--- src/rtl/adder_pkg.sv ---
// Shared configuration for the pipelined adder: default geometry, chunk width
// derivation and the geometry legality check used at elaboration.
package adder_pkg;

  localparam int DEFAULT_WIDTH  = 8;
  localparam int DEFAULT_STAGES = 2;

  function automatic int chunk_w(input int width, input int stages);
    return width / stages;
  endfunction

  function automatic bit cfg_ok(input int width, input int stages);
    return (stages >= 1) && (stages <= width) && ((width % stages) == 0);
  endfunction

  localparam int DEFAULT_CHUNK = chunk_w(DEFAULT_WIDTH, DEFAULT_STAGES);

endpackage

--- src/rtl/adder_slice.sv ---
// Combinational CHUNK-bit ripple of full-adder cells; also exposes the carry
// into the chunk's top bit so the final stage can form signed overflow.
module adder_slice #(
  parameter int CHUNK = 4
) (
  input  logic [CHUNK-1:0] a,
  input  logic [CHUNK-1:0] b,
  input  logic             cin,
  output logic [CHUNK-1:0] s,
  output logic             cout,
  output logic             cmsb
);

  logic carry;

  always_comb begin
    s     = '0;
    cmsb  = 1'b0;
    carry = cin;
    for (int i = 0; i < CHUNK; i++) begin
      if (i == CHUNK - 1) cmsb = carry;
      s[i]  = a[i] ^ b[i] ^ carry;
      carry = (a[i] & b[i]) | (carry & (a[i] ^ b[i]));
    end
    cout = carry;
  end

endmodule

--- src/rtl/pipelined_adder.sv ---
// Pipelined ripple-carry adder, one CHUNK-bit slice per stage, valid/ready flow.
// Optional signed-overflow output enabled by defining PIPELINED_ADDER_OVF_EN.
module pipelined_adder
  import adder_pkg::*;
#(
  parameter int WIDTH  = DEFAULT_WIDTH,
  parameter int STAGES = DEFAULT_STAGES
) (
  input  logic             clk,
  input  logic             rst_n,
  input  logic             in_valid,
  output logic             in_ready,
  input  logic [WIDTH-1:0] a,
  input  logic [WIDTH-1:0] b,
  input  logic             cin,
  output logic             out_valid,
  input  logic             out_ready,
  output logic [WIDTH-1:0] sum,
`ifdef PIPELINED_ADDER_OVF_EN
  output logic             ovf,
`endif
  output logic             cout
);

  localparam int CHUNK = chunk_w(WIDTH, STAGES);

  if (!cfg_ok(WIDTH, STAGES)) begin : g_cfg_err
    $error("pipelined_adder: WIDTH must be a multiple of STAGES and STAGES in 1..WIDTH");
  end

  for (genvar k = 0; k < STAGES; k++) begin : g_stg
    localparam int CUR_W  = WIDTH - k * CHUNK;
    localparam int DONE_W = (k + 1) * CHUNK;

    logic [CUR_W-1:0]  a_cur;
    logic [CUR_W-1:0]  b_cur;
    logic              c_in;
    logic              vld_in;
    logic              rdy;
    logic              load;
    logic [CHUNK-1:0]  s_ch;
    logic              c_out;
    logic              cmsb;
    logic              unused_cmsb;
    logic [DONE_W-1:0] sum_d;
    logic [DONE_W-1:0] sum_q;
    logic              vld_q;
    logic              c_q;

    // Stage k input: the ports for stage 0, register k-1 otherwise
    if (k == 0) begin : g_src
      assign a_cur  = a;
      assign b_cur  = b;
      assign c_in   = cin;
      assign vld_in = in_valid;
      assign sum_d  = s_ch;
    end else begin : g_src
      assign a_cur  = g_stg[k-1].g_fwd.a_q;
      assign b_cur  = g_stg[k-1].g_fwd.b_q;
      assign c_in   = g_stg[k-1].c_q;
      assign vld_in = g_stg[k-1].vld_q;
      assign sum_d  = {s_ch, g_stg[k-1].sum_q};
    end

    if (k == STAGES - 1) begin : g_rdy
      assign rdy = out_ready;
    end else begin : g_rdy
      assign rdy = !g_stg[k+1].vld_q || g_stg[k+1].rdy;
    end

    assign load = !vld_q || rdy;

    adder_slice #(.CHUNK(CHUNK)) u_slice (
      .a    (a_cur[CHUNK-1:0]),
      .b    (b_cur[CHUNK-1:0]),
      .cin  (c_in),
      .s    (s_ch),
      .cout (c_out),
      .cmsb (cmsb)
    );

    // Only the last stage's MSB carry matters, and only for overflow
    assign unused_cmsb = cmsb;

    // Stage k register: data only moves with a valid beat so a stalled or idle
    // output never changes under the consumer
    always_ff @(posedge clk or negedge rst_n) begin
      if (!rst_n) begin
        vld_q <= 1'b0;
        sum_q <= '0;
        c_q   <= 1'b0;
      end else if (load) begin
        vld_q <= vld_in;
        if (vld_in) begin
          sum_q <= sum_d;
          c_q   <= c_out;
        end
      end
    end

    if (k < STAGES - 1) begin : g_fwd
      localparam int REM_W = CUR_W - CHUNK;
      logic [REM_W-1:0] a_q;
      logic [REM_W-1:0] b_q;

      always_ff @(posedge clk or negedge rst_n) begin
        if (!rst_n) begin
          a_q <= '0;
          b_q <= '0;
        end else if (load && vld_in) begin
          a_q <= a_cur[CUR_W-1:CHUNK];
          b_q <= b_cur[CUR_W-1:CHUNK];
        end
      end
    end

`ifdef PIPELINED_ADDER_OVF_EN
    if (k == STAGES - 1) begin : g_ovf
      logic ovf_d;
      logic ovf_q;
      assign ovf_d = cmsb ^ c_out;

      always_ff @(posedge clk or negedge rst_n) begin
        if (!rst_n) begin
          ovf_q <= 1'b0;
        end else if (load && vld_in) begin
          ovf_q <= ovf_d;
        end
      end
    end
`endif
  end

  assign in_ready  = g_stg[0].load;
  assign out_valid = g_stg[STAGES-1].vld_q;
  assign sum       = g_stg[STAGES-1].sum_q;
  assign cout      = g_stg[STAGES-1].c_q;
`ifdef PIPELINED_ADDER_OVF_EN
  assign ovf       = g_stg[STAGES-1].g_ovf.ovf_q;
`endif

endmodule

--- config.mk ---
export PLATFORM = sky130hd
export DESIGN_NAME = pipelined_adder
export DESIGN_NICKNAME = d
export VERILOG_FILES = /design/src/rtl/adder_pkg.sv /design/src/rtl/adder_slice.sv /design/src/rtl/pipelined_adder.sv
export SDC_FILE = /design/constraint.sdc
export NUM_CORES = 1
export LEC_CHECK = 0
export CORE_MARGIN = 1
export CORE_UTILIZATION = 47
export CTS_CLUSTER_DIAMETER = 30
export DETAILED_ROUTE_END_ITERATION = 8
export GPL_ROUTABILITY_DRIVEN = 1
export GPL_TIMING_DRIVEN = 0
export HOLD_SLACK_MARGIN = 0.02
export PLACE_DENSITY = 0.89
export SYNTH_ARGS = -nofsm -noshare
export SYNTH_HDL_FRONTEND = slang
export SYNTH_HIERARCHICAL = 1
export SYNTH_SLANG_ARGS = --single-unit
--- constraint.sdc ---
create_clock -name clk -period 2.6 [get_ports clk]
set_input_delay 0.39 -clock clk [delete_from_list [all_inputs] [get_ports clk]]
set_output_delay 0.39 -clock clk [all_outputs]
set_load 0.05 [all_outputs]
==> reports/qor.txt <==
Cells after Synth -> 77
Mapped Nets -> 106
Post-Place Cells -> 136
H-tree Lvls -> 1
Worst flop-to-flop path startpoint -> g_stg[0].g_fwd.a_q[0]
Clock Latency Late Sink -> 0.32 ns
Setup-failing EPs final -> 0
Core Footprint -> 2297 sq um
Peak supply drop -> 0.5275 mV
# IOs -> 32
Non-filler cells in the finished layout -> 140
Status -> completed
HP Class -> reg -> reg
Row Count -> 17
Placed cell areas -> 1529 sq um
Largest net degree at the start of global routing -> 25
Fill cells -> 187
Final #Nets -> 142
DR WL met3 -> 101 um
Xor/xnor share of the synthesized area -> 0%
Area Growth Syn to Fin -> 33.62%
Global-route wire length before repair -> 3360 um
CP endpoint kind -> register
Critical Path AT -> 2.61 ns
Post-DP HPWL -> 1489 um
M1 WL -> 803 um
Post-DRT Antenna Nets -> 0
Post-Syn Area -> 1184 sq um
Worst hold path startpoint -> sum[7]
Crit path time final -> 2.384 ns
N_diodes -> 0
Largest family of logic cells by synthesized area -> multiplexers
Remaining DRCs -> 0
Full die area -> 2723 sq um
CP Cell Sequence -> clkdlybuf4s50_1 -> fa_1 -> inv_1 -> fa_1 -> fa_1 -> inv_1 -> fa_1 -> mux2_4
Post_cts resized -> 0
Ratio of cells with drive above 1 in the final layout -> 26.79%
# port buffers -> 31
Clock transition at path regs -> 0.13 ns
Cell mode on critical path -> fa_1
Post-synthesis simple-gate area fraction -> 4.863%
Max Clock Freq -> 0.4195 GHz
Vias in the first global route -> 736
Final Cycle Share -> 91.69%
Clock Tree Root -> clkbuf_4
Mux contribution to synthesized area -> 24.10%
Final worst slack -> 0.2162 ns
Metal2 WL -> 988 um
Worst slack at placement -> -0.1529 ns
Avg Cell Area, Syn -> 15.37 sq um
CP Class -> in -> reg
Layout Skew -> 0.01020 ns
Drt first pass iters -> 1
Grt ovf -> 0
Overall Global Routing Usage -> 17.90%
Avg Vias per Cell -> 4.729
DR iter-0 viols -> 0
RSZ-0062 raised after global routing -> false
Hold Fails Final Rpt -> 0
Clock tree sinks -> 24
Synth Area in Compound Gates -> 0%
Largest fanout on the critical path -> 1
Highest Signal Layer -> met4
Pins Over Slew Limit -> 0
DRT Wirelength -> 1939 um
Adder-cell share of the synthesized area -> 13.53%
Hold-fix buffers, CTS -> 0
Slowest-stage cell, CP -> clkdlybuf4s50_1
Netlist cell types -> 11
Register bit total from synthesis -> 24
Initial antenna violation count -> 0
Final RePlAce weighted congestion -> 0.7436
TritonCTS clock tree -> built
Worst slew pin tran -> 1.011 ns
Max-Cap Viols -> 0
Worst Setup Start Kind -> input pin
Via count -> 662
CP peak stage delay -> 0.48 ns
Worst endpoint required time -> 2.82 ns
Post-CTS Setup Bufs -> 0
Longest Clk Path Bufs -> 2
CTS buffer count -> 3
YS warnings -> 6
Post-synthesis sequential area ratio -> 50.74%
Total power -> 1421 uW
Design area -> 1582 sq um
Die width -> 52.19 um
Rel. slew slack -> 32.38%
Leak Pwr -> 0.0007469 uW
P per Cell Area -> 898.6 nW/um^2
Average wire per standard cell -> 13.85 um
Crit path launch -> a[0]
Die Y -> 52.19 um
Starting Density -> 51.53%
## flip-flops by register name, summed over array words and instances, names as in the netlist
| name | cells |
|---|---|
| cout | 1 |
| g_stg.c_q | 1 |
| g_stg.g_fwd.a_q | 4 |
| g_stg.g_fwd.b_q | 4 |
| g_stg.sum_q | 4 |
| g_stg.vld_q | 1 |
| out_valid | 1 |
| sum | 8 |
## synthesized netlist by cell type, drive strengths merged
library cell,number,area [sq um]
dfrtp,24,600.6
nand2,2,17.52
nand3b,1,20.02
mux2,22,285.3
inv,16,60.06
fa,8,160.2
buf,1,20.02
nand2b,2,12.51
or2b,1,7.510
## final timing paths
check / endpoint / slack, ns / depth (start not counted)
min reg2reg: sum[7] / 0.52 / 1
max in group asynchronous: g_stg[0].g_fwd.a_q[2] / 1.37 / 1
min: sum[7] / 0.52 / 1
min in group asynchronous: g_stg[0].g_fwd.a_q[3] / 0.61 / 1
max: g_stg[0].sum_q[3] / 0.22 / 8
max reg2reg: sum[7] / 0.39 / 7
## power breakdown
part	internal, uW	switching (uW)
clock network	156	111
logic	269	348
registers	476	62.2
## critical path, delay by kind of cell
family | cells | cell delay (ns)
fa+ha+maj | 4 | 1.32
buf+inv | 3 | 0.62
mux | 1 | 0.27
## metrics by stage
step                      hold WS, ns  util (%)  TNS [ns]
after global routing           0.5403     68.85         0
after floorplan               0.09441         -         0
after detailed placement       0.4944     66.56   -0.1529
after global placement         0.4839     66.56   -0.1307
after CTS                      0.5272     68.85         0
final                          0.5210     68.85         0
## kinds of logic after synthesis
| logic type | after synthesis |
|---|---|
| simple gates | 6 |
| fa+ha+maj | 8 |
| buf+inv | 17 |
| mux | 22 |
| flops | 24 |
## placed cells by master, fill, tap and decap left out
| cell type | count |
|---|---|
| mux2_4 | 10 |
| nand2b_1 | 2 |
| clkbuf_4 | 3 |
| mux2_2 | 12 |
| buf_12 | 1 |
| inv_1 | 16 |
| nand2_4 | 1 |
| or2b_1 | 1 |
| fa_1 | 8 |
| bufinv_16 | 1 |
| nand2_2 | 1 |
| nand3b_4 | 1 |
| dfrtp_1 | 24 |
| clkdlybuf4s50_1 | 31 |
## layout make-up
cell class                 instances  area (sq um)  area share [%]
clock buffer                       3         22.52           1.424
tap                               28         35.03           2.215
multi-input combinational         36         503.0           31.80
clock inverter                     1         30.03           1.899
sequential                        24         600.6           37.97
buffer                             1         20.02           1.266
timing repair buffer              31         310.3           19.62
inverter                          16         60.06           3.797
## layer usage
| metal | track usage [%] | vias to the layer above |
|---|---|---|
| li1 | - | 309 |
| met1 | 20.77 | 327 |
| met2 | 30.98 | 22 |
| met3 | 3.768 | 4 |
| met4 | 9.211 | 0 |
| met5 | 0 | - |
Power figures use the tool's default switching activity.
